**config.mk**
```make
export PLATFORM = sky130hd
export DESIGN_NAME = mem_bus_arbiter
export DESIGN_NICKNAME = d
export VERILOG_FILES = /design/src/rtl/mem_bus_arbiter.sv
export SDC_FILE = /design/constraint.sdc
export NUM_CORES = 1
export LEC_CHECK = 0
export ABC_AREA = 0
export CAP_MARGIN = 5
export CORE_AREA = 2 2 40 42
export DETAILED_ROUTE_END_ITERATION = 10
export DIE_AREA = 0 0 42 44
export PLACE_DENSITY = 0.8
export SYNTH_ARGS = -nofsm -noshare
export SYNTH_HDL_FRONTEND = slang
export SYNTH_SLANG_ARGS = --single-unit
```
**constraint.sdc**
```tcl
create_clock -name clk -period 2.8 [get_ports clk]
set_clock_uncertainty 0.1 [all_clocks]
set_input_delay 0.56 -clock clk [delete_from_list [all_inputs] [get_ports clk]]
set_output_delay 0.56 -clock clk [all_outputs]
set_load 0.01 [all_outputs]
```
**src/rtl/mem_bus_arbiter.sv**
```systemverilog
// Round-robin arbiter for the shared memory interconnect, with one-cycle bus turnaround between owners.
// Optional grant timeout is built when MEM_ARB_TIMEOUT_EN is defined.

module mem_bus_arbiter_chk #(
    parameter int NUM_REQ       = 4,
    parameter int GRANT_TIMEOUT = 8
) (
    input logic               clk,
    input logic               reset,
    input logic [NUM_REQ-1:0] grant,
    input logic               arb_busy
);

    a_params_legal: assert property (@(posedge clk)
        (NUM_REQ >= 2) && (NUM_REQ <= 8) && (GRANT_TIMEOUT >= 2) && (GRANT_TIMEOUT <= 255));

    a_grant_onehot: assert property (@(posedge clk) disable iff (!reset)
        $onehot0(grant));

    a_grant_implies_busy: assert property (@(posedge clk) disable iff (!reset)
        (grant != '0) |-> arb_busy);

    // A falling grant is followed by a turnaround cycle with the bus undriven.
    a_turnaround: assert property (@(posedge clk) disable iff (!reset)
        (grant != '0) ##1 (grant == '0) |=> (grant == '0));

endmodule

module mem_bus_arbiter #(
    parameter int NUM_REQ       = 4,
    parameter int GRANT_TIMEOUT = 8,
    localparam int IDX_W        = $clog2(NUM_REQ)
) (
    input  logic               clk,
    input  logic               reset,
    input  logic [NUM_REQ-1:0] req,
    input  logic               bus_busy,
    output logic [NUM_REQ-1:0] grant,
    output logic               arb_busy,
    output logic [IDX_W-1:0]   owner,
    output logic               timeout_err
);

    typedef enum logic [1:0] {
        ST_IDLE    = 2'd0,
        ST_GRANT   = 2'd1,
        ST_BUSY    = 2'd2,
        ST_RELEASE = 2'd3
    } state_t;

    state_t             state_q, state_d;
    logic [NUM_REQ-1:0] grant_q, grant_d;
    logic               arb_busy_q, arb_busy_d;
    logic [IDX_W-1:0]   owner_q, owner_d;
    logic [IDX_W-1:0]   last_q, last_d;
    logic [IDX_W:0]     pick_s;
    logic               timeout_hit_s;

    // First requester after the rotation pointer; MSB flags that one was found.
    function automatic logic [IDX_W:0] pick_next(input logic [NUM_REQ-1:0] r,
                                                 input logic [IDX_W-1:0]   l);
        logic [IDX_W:0]   res;
        logic             found;
        logic [IDX_W-1:0] c;
        res   = '0;
        found = 1'b0;
        for (int k = 1; k <= NUM_REQ; k++) begin
            c = IDX_W'((int'(l) + k) % NUM_REQ);
            if (!found && r[c]) begin
                found = 1'b1;
                res   = {1'b1, c};
            end else begin
                res = res;
            end
        end
        return res;
    endfunction

`ifdef MEM_ARB_TIMEOUT_EN
    localparam logic [7:0] TIMEOUT_LIM = 8'(GRANT_TIMEOUT);

    logic [7:0] cnt_q, cnt_d, cnt_inc_s;
    logic       timeout_err_q, timeout_err_d;

    assign cnt_inc_s     = (cnt_q == 8'hFF) ? cnt_q : (cnt_q + 8'd1);
    assign timeout_hit_s = (state_q == ST_GRANT) && !bus_busy && (cnt_inc_s == TIMEOUT_LIM);
    assign timeout_err_d = timeout_hit_s;

    // Wait counter: cleared while idle so every grant starts from zero, frozen once the owner is busy.
    always_comb begin
        cnt_d = cnt_q;
        if (state_q == ST_IDLE) begin
            cnt_d = 8'd0;
        end else if ((state_q == ST_GRANT) && !bus_busy) begin
            cnt_d = cnt_inc_s;
        end else begin
            cnt_d = cnt_q;
        end
    end

    // Counter and error pulse registers.
    always_ff @(posedge clk or negedge reset) begin
        if (!reset) begin
            cnt_q         <= 8'd0;
            timeout_err_q <= 1'b0;
        end else begin
            cnt_q         <= cnt_d;
            timeout_err_q <= timeout_err_d;
        end
    end

    assign timeout_err = timeout_err_q;
`else
    assign timeout_hit_s = 1'b0;
    assign timeout_err   = 1'b0;
`endif

    assign pick_s = pick_next(req, last_q);

    // Next-state and grant decisions.
    always_comb begin
        state_d  = state_q;
        grant_d  = grant_q;
        owner_d  = owner_q;
        last_d   = last_q;
        case (state_q)
            ST_IDLE: begin
                if (!bus_busy && pick_s[IDX_W]) begin
                    state_d = ST_GRANT;
                    grant_d = {{(NUM_REQ-1){1'b0}}, 1'b1} << pick_s[IDX_W-1:0];
                    owner_d = pick_s[IDX_W-1:0];
                    last_d  = pick_s[IDX_W-1:0];
                end else begin
                    grant_d = '0;
                end
            end
            ST_GRANT: begin
                // Busy outranks both the timeout and a dropped request.
                if (bus_busy) begin
                    state_d = ST_BUSY;
                end else if (timeout_hit_s || !req[owner_q]) begin
                    state_d = ST_RELEASE;
                    grant_d = '0;
                end else begin
                    state_d = ST_GRANT;
                end
            end
            ST_BUSY: begin
                if (!bus_busy) begin
                    state_d = ST_RELEASE;
                    grant_d = '0;
                end else begin
                    state_d = ST_BUSY;
                end
            end
            ST_RELEASE: begin
                state_d = ST_IDLE;
                grant_d = '0;
            end
            default: begin
                state_d = ST_IDLE;
                grant_d = '0;
            end
        endcase
        arb_busy_d = (state_d != ST_IDLE);
    end

    // Arbiter state registers; the pointer starts at the top so master 0 wins first.
    always_ff @(posedge clk or negedge reset) begin
        if (!reset) begin
            state_q    <= ST_IDLE;
            grant_q    <= '0;
            arb_busy_q <= 1'b0;
            owner_q    <= '0;
            last_q     <= IDX_W'(NUM_REQ - 1);
        end else begin
            state_q    <= state_d;
            grant_q    <= grant_d;
            arb_busy_q <= arb_busy_d;
            owner_q    <= owner_d;
            last_q     <= last_d;
        end
    end

    assign grant    = grant_q;
    assign arb_busy = arb_busy_q;
    assign owner    = owner_q;

    mem_bus_arbiter_chk #(
        .NUM_REQ       (NUM_REQ),
        .GRANT_TIMEOUT (GRANT_TIMEOUT)
    ) u_chk (
        .clk      (clk),
        .reset    (reset),
        .grant    (grant_q),
        .arb_busy (arb_busy_q)
    );

endmodule

```
==> flow_summary.yaml <==
outcome:
  status: "complete, no violations"
synth:
  ys_warn_count: 0
  synthFlopType: "dfrtp_1"
  syn_nets: 61
  ys_seq_elements: 11
  seq_area_frac_synth: 0.471
  ys_async_sr_fraction: 1.00
  synth.distinct_cells: 28
  synth_top_area_frac: 0.382
  synth_top_area_cell: "dfrtp_1"
  syn_inst: 54
  synth.most_common_cell: "dfrtp_1"
  synthesis.area_um2: 589
  synth.area.top_cells: "dfrtp_1 (38%), dfstp_2 (8.9%), nand2b_1 (4.2%)"
  synthTopCellsByCount: "dfrtp_1 (9), o21ai_1 (5), nand2b_1 (4)"
  syn_avg_cell_area_um2: 10.9
  synth_edf_count: 0
job:
  drv_cap: 0
place:
  detailed_place.area_um2: 732
  hpwlAfterDp_um: 935
  portBuffers: 13
  gp_congestion: 0.775
setup_path:
  cp.arrival_ps: 2110
  worst_setup_path_end_kind: "flip-flop"
  path_cells: "clkdlybuf4s50_1, mux4_2, a22o_1, a32o_1"
  crit_path_top_delay_cell: "clkdlybuf4s50_1"
  startpoint_type: "primary input"
  crit_family: "buffers and inverters"
  slowest_delay_ps: 520
  criticalPathCategory: "primary input to flip-flop"
  critPathRequiredTime_ps: 2850
  worstPathMaxFanout: 7
  path_buf_inv: 1
detailed_routing:
  routed_wl_um: 1270
  ant_nets: 0
  drc_errors: 0
  vias: 470
  via_per_inst: 5.47
  post_drt_wl_per_cell_um: 14.8
  dr.pass1.iters: 5
  drt_iter0_markers: 4
cells_and_area:
  final_cell_area_um2: 758
  area_delta_synth_final_pct: 28.7
  fillCellCount: 135
  drive_gt1_frac: 0.143
  nets: 78
  multi_input_area_um2: 293
  seq_area_um2: 278
  diodes: 0
timing:
  final_hold_viol_count: 0
  post-route-min-period_ps: 2060
  tightest_slew_ps: 528
  fmax_mhz: 486
  report.final.slew_viol_count: 0
  maxSlewHeadroom: 0.645
  fin_tns_setup_ps: 0
  hold_slack_ps: 402
  rsz0062_at_grt: "false"
  setup_violations: 0
  final.period_utilization: 0.735
die:
  die_y_um: 44
  fp.dieArea_um2: 1850
  pin_count: 15
  initial_utilization: 0.415
  fp.dieW_um: 42
  core_area_um2: 1420
  rows: 14
clocking:
  cts-root-buf: "clkbuf_4"
  insertion_delay_ps: 260
  clock-sinks: 11
  cts.path.max_buffers: 2
  htreeDepth: 1
  path_clk_slew_ps: 70
  cts_tree: "yes"
  cts_setup_buffers: 0
  cts_buffers: 3
  post_cts_resized: 0
  hold_buffers: 0
min_path:
  hp-class: "flip-flop to flip-flop"
power_and_ir_drop:
  power_w: 0.000687
  power.density_nw_per_um2: 906
  peakVddDrop_mv: 0.414
  cellLeakagePower_nw: 0.316
grt:
  first_global_vias: 448
  grt_remaining_overflow: 0
  grtUsageTotal: 0.163
  antenna_found_initial: 0
  grt_pass1_wl_um: 2240
  grt_max_degree: 12
metal layers:
layer  track usage  vias to the layer above  wire [um]
met5             0                        -          0
met4        0.0774                        0          0
met3        0.0333                        0         53
met2         0.219                       16        557
met1         0.248                      226        659
li1              -                      228          -
cells by family after synthesis:
group / after synthesis / synth area share
other cells: 1 / 0.00636
compound gates: 18 / 0.208
flops: 11 / 0.471
buf+inv: 4 / 0.0319
mux: 3 / 0.0764
xor+xnor: 1 / 0.0149
simple gates: 16 / 0.191
worst reg2reg max path, delay by kind of cell (launching register included):
family | cells | cell delay [ps]
AO/OA/AOI/OAI | 2 | 520
flip-flops | 1 | 410
multiplexers | 1 | 530
power breakdown:
part | switching [W] | internal (W) | total (W)
combinational | 0.000130 | 0.000158 | 0.000289
sequential | 0.0000649 | 0.000228 | 0.000293
clock | 0.0000502 | 0.0000550 | 0.000105
flip-flops by register name (all words and copies together), names as in the netlist:
| name | count |
|---|---|
| grant | 4 |
| last_q | 2 |
| state_q | 2 |
| arb_busy | 1 |
| owner | 2 |
final timing paths:
check                            end  depth (start not counted)  slack (ps)  startpoint
setup / recovery            grant[0]                          4         740      req[1]
hold / removal              grant[3]                          2         400    grant[3]
setup reg to reg            grant[0]                          3        1140    owner[0]
hold reg to reg             grant[3]                          2         400    grant[3]
max in group asynchronous  last_q[1]                          1        1710       reset
min in group asynchronous   grant[1]                          1         530       reset
cell type report:
cell class | instances | share of cell area
multi-input cells | 39 | 0.386
flip-flops and latches | 11 | 0.366
repair buffers | 13 | 0.172
clock buffers | 4 | 0.0347
well taps | 16 | 0.0264
inverters | 3 | 0.0149
metrics by stage:
stage | cells | setup slack [ps] | util
after floorplan | 54 | 1090 | -
after global placement | 82 | 506 | 0.516
after detailed placement | 82 | 480 | 0.516
after CTS | 86 | 742 | 0.534
after global routing | 86 | 642 | 0.534
final | 86 | 741 | 0.534
placed cells by master, fill, tap and decap left out:
cell type / n
clkdlybuf4s50_1: 13
dfrtp_1: 9
o21ai_1: 5
nand2b_1: 4
a21oi_1: 3
nand2_1: 3
inv_1: 3
clkbuf_4: 3
nor2b_1: 2
a211oi_1: 2
a32o_1: 2
mux2_1: 2
dfstp_2: 2
mux4_2: 1
a21o_1: 1
nor4_2: 1
nor3b_1: 1
or2_1: 1
a21bo_2: 1
and3_2: 1
nor3_1: 1
nor4_4: 1
o21ai_0: 1
nor2_1: 1
xor2_1: 1
a22o_1: 1
a211o_1: 1
o31ai_1: 1
conb_1: 1
clkbuf_1: 1
(Power assumes the default switching activity.)
